===== config.mk =====
export PLATFORM = sky130hd
export DESIGN_NAME = load_store_unit
export DESIGN_NICKNAME = d
export VERILOG_FILES = /design/src/rtl/load_store_unit.sv
export SDC_FILE = /design/constraint.sdc
export NUM_CORES = 1
export LEC_CHECK = 0
export ABC_AREA = 1
export BUFFER_PORTS_ARGS = -buffer_cell sky130_fd_sc_hd__buf_2
export CAP_MARGIN = 20
export CORE_MARGIN = 5
export CORE_UTILIZATION = 50
export CTS_BUF_LIST = sky130_fd_sc_hd__clkbuf_8 sky130_fd_sc_hd__clkbuf_16
export CTS_CLUSTER_DIAMETER = 50
export DETAILED_ROUTE_END_ITERATION = 10
export HOLD_SLACK_MARGIN = 0.02
export PLACE_DENSITY = 0.91
export SKIP_LAST_GASP = 1
export SLEW_MARGIN = 40
export SYNTH_ARGS = -nofsm -noshare
export SYNTH_HDL_FRONTEND = slang
export SYNTH_SLANG_ARGS = --single-unit

===== constraint.sdc =====
create_clock -name clk -period 5.5 [get_ports clk]
set_input_delay 1.1 -clock clk [delete_from_list [all_inputs] [get_ports clk]]
set_output_delay 1.1 -clock clk [all_outputs]
set_load 0.02 [all_outputs]

===== src/rtl/load_store_unit.sv =====
// Data-memory initiator: one load/store at a time, byte-lane bus,
// load alignment and extension, valid/ready response to the CPU.
module load_store_unit #(
  parameter int MEM_BYTES = 128
) (
  input  logic        clk,
  input  logic        rst_n,
  input  logic        req_valid,
  output logic        req_ready,
  input  logic        req_store,
  input  logic [2:0]  req_funct3,
  input  logic [31:0] req_addr,
  input  logic [31:0] req_wdata,
  output logic        resp_valid,
  input  logic        resp_ready,
  output logic [31:0] resp_rdata,
  output logic        resp_err,
  output logic [31:0] daddr,
  output logic [31:0] dwdata,
  output logic [3:0]  we,
  input  logic [31:0] drdata
);

  typedef enum logic [1:0] {
    IDLE   = 2'd0,
    ACCESS = 2'd1,
    RESP   = 2'd2
  } state_t;

  state_t st, st_nx;

  logic        l_store;
  logic [2:0]  l_f3;
  logic [31:0] l_addr;
  logic [31:0] l_wdata;
  logic [31:0] rdata_q;
  logic        err_q;

  logic [2:0]  size;
  logic        illegal;
  logic        misal;
  logic        oor;
  logic        err;
  logic [32:0] end_addr;
  logic [31:0] sh;
  logic [31:0] load_val;

  always_comb begin
    size    = 3'd0;
    illegal = 1'b0;
    unique case (1'b1)
      (l_f3[1:0] == 2'b00): size = 3'd1;
      (l_f3[1:0] == 2'b01): size = 3'd2;
      (l_f3 == 3'b010):     size = 3'd4;
      default:              illegal = 1'b1;
    endcase
    if (l_store && l_f3[2])
      illegal = 1'b1;
  end

  // 33-bit end address so a wrap near 2^32 still counts as out of range
  assign end_addr = {1'b0, l_addr} + {30'd0, size};
  assign oor      = end_addr > 33'(MEM_BYTES);
  assign misal    = ((size == 3'd2) && l_addr[0]) ||
                    ((size == 3'd4) && (l_addr[1:0] != 2'b00));
  assign err      = illegal || misal || oor;

  assign sh = drdata >> {l_addr[1:0], 3'b000};

  always_comb begin
    load_val = 32'd0;
    unique case (1'b1)
      (l_f3 == 3'b000): load_val = {{24{sh[7]}}, sh[7:0]};
      (l_f3 == 3'b001): load_val = {{16{sh[15]}}, sh[15:0]};
      (l_f3 == 3'b010): load_val = drdata;
      (l_f3 == 3'b100): load_val = {24'd0, sh[7:0]};
      (l_f3 == 3'b101): load_val = {16'd0, sh[15:0]};
      default:          load_val = 32'd0;
    endcase
  end

  always_comb begin
    st_nx     = st;
    req_ready = 1'b0;
    daddr     = 32'd0;
    dwdata    = 32'd0;
    we        = 4'b0000;
    unique case (st)
      IDLE: begin
        req_ready = 1'b1;
        if (req_valid)
          st_nx = ACCESS;
      end
      ACCESS: begin
        daddr = l_addr;
        if (l_store && !err) begin
          unique case (1'b1)
            (size == 3'd1): begin
              we     = 4'b0001 << l_addr[1:0];
              dwdata = {4{l_wdata[7:0]}};
            end
            (size == 3'd2): begin
              we     = 4'b0011 << l_addr[1:0];
              dwdata = {2{l_wdata[15:0]}};
            end
            default: begin
              we     = 4'b1111;
              dwdata = l_wdata;
            end
          endcase
        end
        st_nx = RESP;
      end
      RESP: begin
        if (resp_ready)
          st_nx = IDLE;
      end
      default: st_nx = IDLE;
    endcase
  end

  assign resp_valid = (st == RESP);
  assign resp_rdata = rdata_q;
  assign resp_err   = err_q;

  always_ff @(posedge clk or negedge rst_n) begin
    if (!rst_n) begin
      st      <= IDLE;
      l_store <= 1'b0;
      l_f3    <= 3'd0;
      l_addr  <= 32'd0;
      l_wdata <= 32'd0;
      rdata_q <= 32'd0;
      err_q   <= 1'b0;
    end else begin
      st <= st_nx;
      unique case (st)
        IDLE: begin
          if (req_valid) begin
            l_store <= req_store;
            l_f3    <= req_funct3;
            l_addr  <= req_addr;
            l_wdata <= req_wdata;
          end
        end
        ACCESS: begin
          err_q   <= err;
          rdata_q <= (err || l_store) ? 32'd0 : load_val;
        end
        RESP: begin
          if (resp_ready) begin
            err_q   <= 1'b0;
            rdata_q <= 32'd0;
          end
        end
        default: ;
      endcase
    end
  end

endmodule


==> summary.txt, run 1 <==
Outcome
  • Status: completed

Cells and area
  • Final instance area: 7950 um^2
  • Final net count: 1285
  • Antenna cells: 0
  • Share of cells above drive strength 1: between 20 and 25%
  • Fillers: around 1200
  • Non-Filler Instances: about 1400
  • Area Overhead vs Synth: 22.0%

Drt
  • Router iterations before antenna repair: 6
  • DRT iter0 DRCs: 793
  • Post-route DRC violation count: 0
  • DR vias: roughly 7200
  • Overall routed net length: around 20 mm
  • Vias per cell: 5.30
  • Antenna viol nets, final: 0
  • Drt wl/cell: between 15 and 20 um

Critical path
  • Crit path DAT: 4.07 ns
  • Largest fanout on the critical path: 17
  • Startpoint type of the worst setup path: flip-flop
  • Critical path type: reg -> out
  • CP Capture Type: output port
  • WP data required: about 4.4 ns

Placed design
  • Placed cell area: between 7000 and 8000 um^2
  • Dpl hpwl: 15.2 mm
  • Placed cells: between 1000 and 1500
  • Port Buffers: 206
  • Routability cong.: 1.00

Yosys
  • Avg Cell Area, Syn: ~6.5 um^2
  • Synth Area in XOR/XNOR: 0.941%
  • Cells taking the most area after synthesis: dfrtp_1 40%, nand2_1 19%, nor2_1 9.0%, o21ai_0 7.8%, inv_1 6.2%
  • Most instantiated library cell after synthesis: nand2_1
  • Synth cell types: 33
  • Top-area cell type share of the netlist area: 39.6%
  • Synth top cells by count: 326 x nand2_1, 156 x nor2_1, 107 x inv_1
  • Ys Warns: 0
  • Multiplexer share of the synthesized area: 0%
  • Top_reg_cell synth: dfrtp_1
  • Mapped Cells: roughly 1000
  • EDFF count, synth: 0
  • Post-Synth Adder-Cell Area: 0.884%
  • Largest family of logic cells by synthesized area: simple AND/OR/NAND/NOR gates
  • Register area share after synthesis: 39.6%
  • Syn Std Cell Area: 6510 um^2
  • Syn nets: 1103
  • Synth Area in Compound Gates: 14.9%
  • Post-synth ARST share: 100%
  • Synth Register Bits: 103
  • Yosys top cell by area: dfrtp_1
  • Area fraction in and, or, nand and nor cells after synthesis: 33.9%

STA
  • Hold Vio Cnt, Final: 0
  • Slew margin rel.: 45.6%
  • Post-route minimum period: 5.17 ns
  • RSZ-0062 raised after global routing: false
  • Clock skew: 0.0120 ns
  • Setup_tns: 0 ns
  • Final Slew Violations: 0
  • Final Cycle Share: 93.9%
  • Setup-failing EPs final: 0
  • Worst-Margin Slew: 0.815 ns
  • Fmax: 194 MHz

Die
  • Rows: 41
  • Core Box Area: 12700 um^2
  • Die Wd: 124 um
  • Die height: 124 um
  • Die ar.: 15400 um^2
  • Initial Util: between 50% and 60%
  • # IOs: 207

GRT
  • Tot GR Track Use: a little over a quarter
  • GR Overflow Total: 0
  • Antenna violations before repair: 2
  • Largest net degree at the start of global routing: 73
  • First-pass GRT wire length: around 32 mm
  • Vias in the first global route: 6609

Run
  • Max Cap Violations: 0

Clocking
  • CTS Root Cell: clkbuf_16
  • CTS Sinks: 103
  • Number of buffers created by CTS: 9
  • Clock Latency Late Sink: 0.36 ns
  • Clk slew on worst S/H paths: ~0.070 ns
  • CTS tree: yes
  • CTS max path bufs: 2
  • # H-tree levels: 3

Power
  • Peak supply drop: roughly 230 uV
  • PwrDens: roughly 470 nW/um^2
  • Static Leak: 4.29 nW

Hold path
  • Hold WC Path Type: reg -> reg
==> power breakdown <==
part	total, W	internal, W	switching, W
Clock	0.000651	0.000363	0.000288
Combinational	0.00184	0.000561	0.00127
Sequential	0.00126	0.00101	0.000256
==> routing by layer <==
| metal | vias to the layer above | wire length (um) | track usage (%) |
|---|---|---|---|
| met3 | 53 | 1920 | 4.86 |
| met4 | 4 | 553 | 9.99 |
| met5 | - | 25 | 0 |
| met1 | 3253 | 8420 | 34.9 |
| met2 | 366 | 9400 | 42.1 |
| li1 | 3499 | - | - |
==> critical path: stages, from the launching register on <==
cell and delay [ns]:
dfrtp_1 0.47, nor2_1 0.13, buf_4 0.20, clkinvlp_4 0.24, fa_1 0.47, inv_1 0.10, nand3_1 0.11, nand2_2 0.20
nand2_1 0.16, nor2_2 0.18, nand2_1 0.07, nand2_1 0.07, nand2_1 0.05, nor2_1 0.08, nand2_1 0.05, nor2_1 0.09
nand3_1 0.11, nor2_4 0.26, nand3_4 0.26, nor2_1 0.21, buf_2 0.19
==> logic make-up (layout without fill, tap and decap cells) <==
kind of cell	after synthesis	count (layout)
AND/OR/NAND/NOR	549	550
adder cells (fa/ha/maj)	4	4
AO/OA/AOI/OAI	174	174
flip-flops	103	103
buffers and inverters	158	343
XOR/XNOR	7	7
==> worst paths after layout <==
| check | depth (start not counted) | slack [ns] | to | start |
|---|---|---|---|---|
| worst max-delay path | 20 | 0.33 | dwdata[17] | l_f3[1]$_DFFE_PN0P_ |
| worst min-delay path | 2 | 0.48 | l_wdata[16]$_DFFE_PN0P_ | l_wdata[16]$_DFFE_PN0P_ |
| min in group asynchronous | 1 | 0.77 | resp_rdata[29]$_DFFE_PN0P_ | rst_n |
| max in group asynchronous | 2 | 3.58 | l_addr[19]$_DFFE_PN0P_ | rst_n |
| worst max register to register | 19 | 1.61 | resp_rdata[0]$_DFFE_PN0P_ | l_f3[1]$_DFFE_PN0P_ |
| worst min register to register | 2 | 0.48 | l_wdata[16]$_DFFE_PN0P_ | l_wdata[16]$_DFFE_PN0P_ |
==> flip-flops by register name, summed over array words and instances (netlist names) <==
name,cells
l_store,1
l_wdata,32
l_f3,3
resp_err,1
st,2
resp_rdata,32
l_addr,32
==> cells in the final DEF (no fill, tap or decap), types with 6 or more instances in the layout <==
cell type | Yosys | layout
o21ai_0 | 101 | 101
o21ai_2 | 5 | 6
nor2_1 | 156 | 155
o211ai_1 | 7 | 7
nand2_1 | 326 | 325
buf_4 | 1 | 11
clkbuf_16 | 0 | 9
a21oi_1 | 17 | 16
nand3_1 | 42 | 42
buf_2 | 0 | 205
inv_1 | 107 | 107
xor2_1 | 7 | 7
o21ai_1 | 26 | 25
o221ai_1 | 7 | 7
dfrtp_1 | 103 | 103
nand4_1 | 9 | 9
==> stage by stage <==
step / util [%] / total power (W) / worst slack [ns] / hold WS (ns)
after floorplan: - / 0.00251 / 1.02 / 0.444
after detailed placement: 60.1 / 0.00307 / 0.457 / 0.465
after global routing: 62.7 / 0.00407 / 0.00683 / 0.499
after CTS: 62.5 / 0.00373 / 0.0585 / 0.484
final: 62.7 / 0.00375 / 0.334 / 0.480
after global placement: 60.1 / 0.00304 / 0.602 / 0.459
==> what timing repair did <==
item,in CTS,in global routing
buffers inserted,0,0
resized for setup,0,3
endpoints found under the setup margin,0,35
hold buffers,0,0
==> area by class of cell <==
cell class / instances / area, um^2 / share of cell area, %
well taps: 172 / 215 / 2.71
repair buffers: 216 / 1110 / 14.0
multi-input cells: 735 / 3320 / 41.8
clock buffers: 10 / 239 / 3.01
inverters: 112 / 424 / 5.34
flip-flops and latches: 103 / 2580 / 32.4
clock inverters: 5 / 57.6 / 0.724
No activity file was read; power rests on OpenSTA's default activity.
==> inputs of run 2 (changes only) <==
Settings changed: ABC_AREA 1 to default, CTS_CLUSTER_DIAMETER 50 to 60.
==> run 2 against run 1 <==
Compared with the run above: sequential share of layout area rose by 0.067 points; core utilization grew 3.1 points; area after synthesis decreased by 5.3%; global-route usage is 0.21 points lower; combinational power rose by 6%; register-to-register slack worse by 0.17 ns; critical path depth down 7; first-iteration DRC count is 1.8% higher; sequential cell count stayed put; wire length decreased by 5.1%; count of clock-buffer cells in the layout is the same; critical path type unchanged; critical endpoint is now dwdata[16]; largest cell class unchanged.
==> summary.txt, run 2 <==
Hold path
  • Hold WC Path Type: reg -> reg
  • Min-Delay Endpoint: resp_rdata[25]$_DFFE_PN0P_
  • Hold path start: resp_rdata[25]$_DFFE_PN0P_
  • Hold path cells: 2

Critical path
  • Flop2flop setup slack: 1.44 ns
  • Critical R2R Capture: resp_rdata[28]$_DFFE_PN0P_
  • WP data required: ~4.4 ns
  • Worst R2R Path Depth: 12
  • R2R Path Start: l_f3[1]$_DFFE_PN0P_
  • Crit path DAT: 4.33 ns
  • Critical Path Source: l_f3[1]$_DFFE_PN0P_
  • Critical path type: reg -> out
  • Largest fanout on the critical path: 35
  • CP Capture Type: output port
  • Startpoint type of the worst setup path: flip-flop

Die
  • Core Box Area: 12100 um^2
  • Die height: 121 um
  • Die ar.: between 10000 and 15000 um^2
  • # IOs: 207
  • Initial Util: around half
  • Die Wd: 121 um
  • Rows: 40

Clocking
  • Clk slew on worst S/H paths: 0.07 ns
  • Number of buffers created by CTS: 9
  • # H-tree levels: 3
  • CTS Root Cell: clkbuf_16
  • CTS tree: yes
  • Clock Latency Late Sink: 0.35 ns
  • CTS max path bufs: 2
  • CTS Sinks: 103

Drt
  • Post-route DRC violation count: 0
  • Router iterations before antenna repair: 8
  • DR vias: 5982
  • Antenna viol nets, final: 0
  • DRT iter0 DRCs: 807
  • Overall routed net length: 19.3 mm
  • Drt wl/cell: 19.0 um
  • Vias per cell: 5.91

Yosys
  • Synth cell types: 56
  • Top_reg_cell synth: dfrtp_1
  • Cells taking the most area after synthesis: dfrtp_1 42%, mux2_2 12%, mux2i_1 6.8%, nand2_1 4.2%, and2_1 3.2%
  • Synth top cells by count: 103 x dfrtp_1, 69 x nand2_1, 65 x mux2_2
  • Syn Std Cell Area: about 6000 um^2
  • Mapped Cells: 650
  • Register area share after synthesis: between 40% and 50%
  • Yosys top cell by area: dfrtp_1
  • Ys Warns: 0
  • Avg Cell Area, Syn: between 9 and 10 um^2
  • Post-synth ARST share: 100%
  • Most instantiated library cell after synthesis: dfrtp_1
  • EDFF count, synth: 0
  • Syn nets: around 760
  • Synth Register Bits: 103
  • Top-area cell type share of the netlist area: 41.8%

GRT
  • Vias in the first global route: 5879
  • Largest net degree at the start of global routing: 62
  • GR Overflow Total: 0
  • Antenna violations before repair: 1
  • First-pass GRT wire length: 30.0 mm
  • Tot GR Track Use: 25.9%

STA
  • Setup-failing EPs final: 0
  • Fin worst setup slack: 0.0745 ns
  • Clock skew: 0.00968 ns
  • Post-route minimum period: 5.43 ns
  • Slew margin rel.: between 50% and 60%
  • Fmax: 184 MHz
  • Hold Vio Cnt, Final: 0
  • Worst-Margin Slew: 0.712 ns
  • Final Cycle Share: 98.6%
  • RSZ-0062 raised after global routing: true
  • Final Slew Violations: 0
  • Hold WS: 0.472 ns

Power
  • Static Leak: 3.64 nW
  • Tot Pwr: 0.00392 W
  • PwrDens: 494 nW/um^2
  • Peak supply drop: 339 uV

Cells and area
  • Commonest non-fill, non-tap cell in the layout: buf_2
  • Final design utilization: about 66%
  • Area Overhead vs Synth: 28.6%
  • Final net count: 945
  • Share of cells above drive strength 1: 42.5%
  • Fillers: about 1000
  • Commonest cells after routing, fill and taps aside: 196 x buf_2, 102 x dfrtp_1, 68 x nand2_1

Run
  • Max Cap Violations: 0

Placed design
  • Routability cong.: slightly above 0.9
  • Place WS: 0.216 ns
  • Port Buffers: 206
  • Dpl hpwl: ~14 mm

Outcome
  • Status: completed
run 2: per-layer routing:
layer | up-vias | global-route usage, % | wire, um
li1 | 2746 | - | -
met1 | 2840 | 32.7 | 7400
met2 | 333 | 42.2 | 9380
met3 | 61 | 6.67 | 1800
met4 | 2 | 10.7 | 682
met5 | - | 0 | 11
run 2: layout make-up:
| type | instances | area [um^2] | area share [%] |
|---|---|---|---|
| diodes | 2 | 5.00 | 0.0631 |
| clock buffers | 10 | 239 | 3.01 |
| clock inverters | 6 | 37.5 | 0.473 |
| inverters | 8 | 31.3 | 0.394 |
| multi-input cells | 491 | 3580 | 45.1 |
| flip-flops and latches | 103 | 2580 | 32.5 |
| well taps | 168 | 210 | 2.65 |
| repair buffers | 224 | 1250 | 15.8 |
run 2: kinds of logic (layout without fill, tap and decap cells):
kind of cell,after synthesis,in the layout,share of synthesized area (%)
xor+xnor,3,3,0.426
compound gates,140,140,14.6
mux,108,108,19.0
simple gates,236,236,19.2
buf+inv,56,248,3.93
fa+ha+maj,4,4,0.933
other cells,0,2,0
flops,103,103,41.8
run 2: critical path: stages, from the launching register on:
cell	delay, ns
dfrtp_2	0.44
nor2_2	0.12
ha_2	0.21
inv_1	0.05
fa_1	0.42
nand2b_2	0.25
a211o_1	0.36
nor4b_2	0.29
o32ai_1	0.15
or4_1	0.42
or4_4	0.61
buf_16	0.23
nor3_2	0.20
buf_2	0.19
run 2: report_power, final:
group / switching, W / internal (W)
combinational: 0.00113 / 0.000818
clock: 0.000286 / 0.000317
sequential: 0.000349 / 0.00102
total: 0.00176 / 0.00216
run 2: through the flow:
stage / area (um^2) / setup TNS, ns / instances
3_3_place_gp: 7500 / 0 / 990
2_1_floorplan: 6340 / -0.547 / 650
6_report: 7930 / 0 / 1012
4_1_cts: 7850 / 0 / 1008
3_5_place_dp: 7530 / 0 / 991
5_1_grt: 7930 / -0.267 / 1010
run 2: what timing repair did:
| item | 4_1_cts | 5_1_grt |
|---|---|---|
| resized for setup | 2 | 20 |
| hold buffers | 0 | 0 |
| pin swaps | 1 | 1 |
| gates cloned | 1 | 0 |
| buffers inserted | 0 | 2 |
| endpoints found under the setup margin | 36 | 36 |
run 2: worst max-delay path by stage:
stage / to / slack, ns / cells after the start
final: dwdata[16] / 0.07 / 13
after global routing: dwdata[16] / -0.02 / 13
after CTS: dwdata[31] / 0.02 / 12
after detailed placement: dwdata[31] / 0.22 / 13
after global placement: dwdata[30] / 0.38 / 13
after floorplan: we[1] / -0.03 / 17
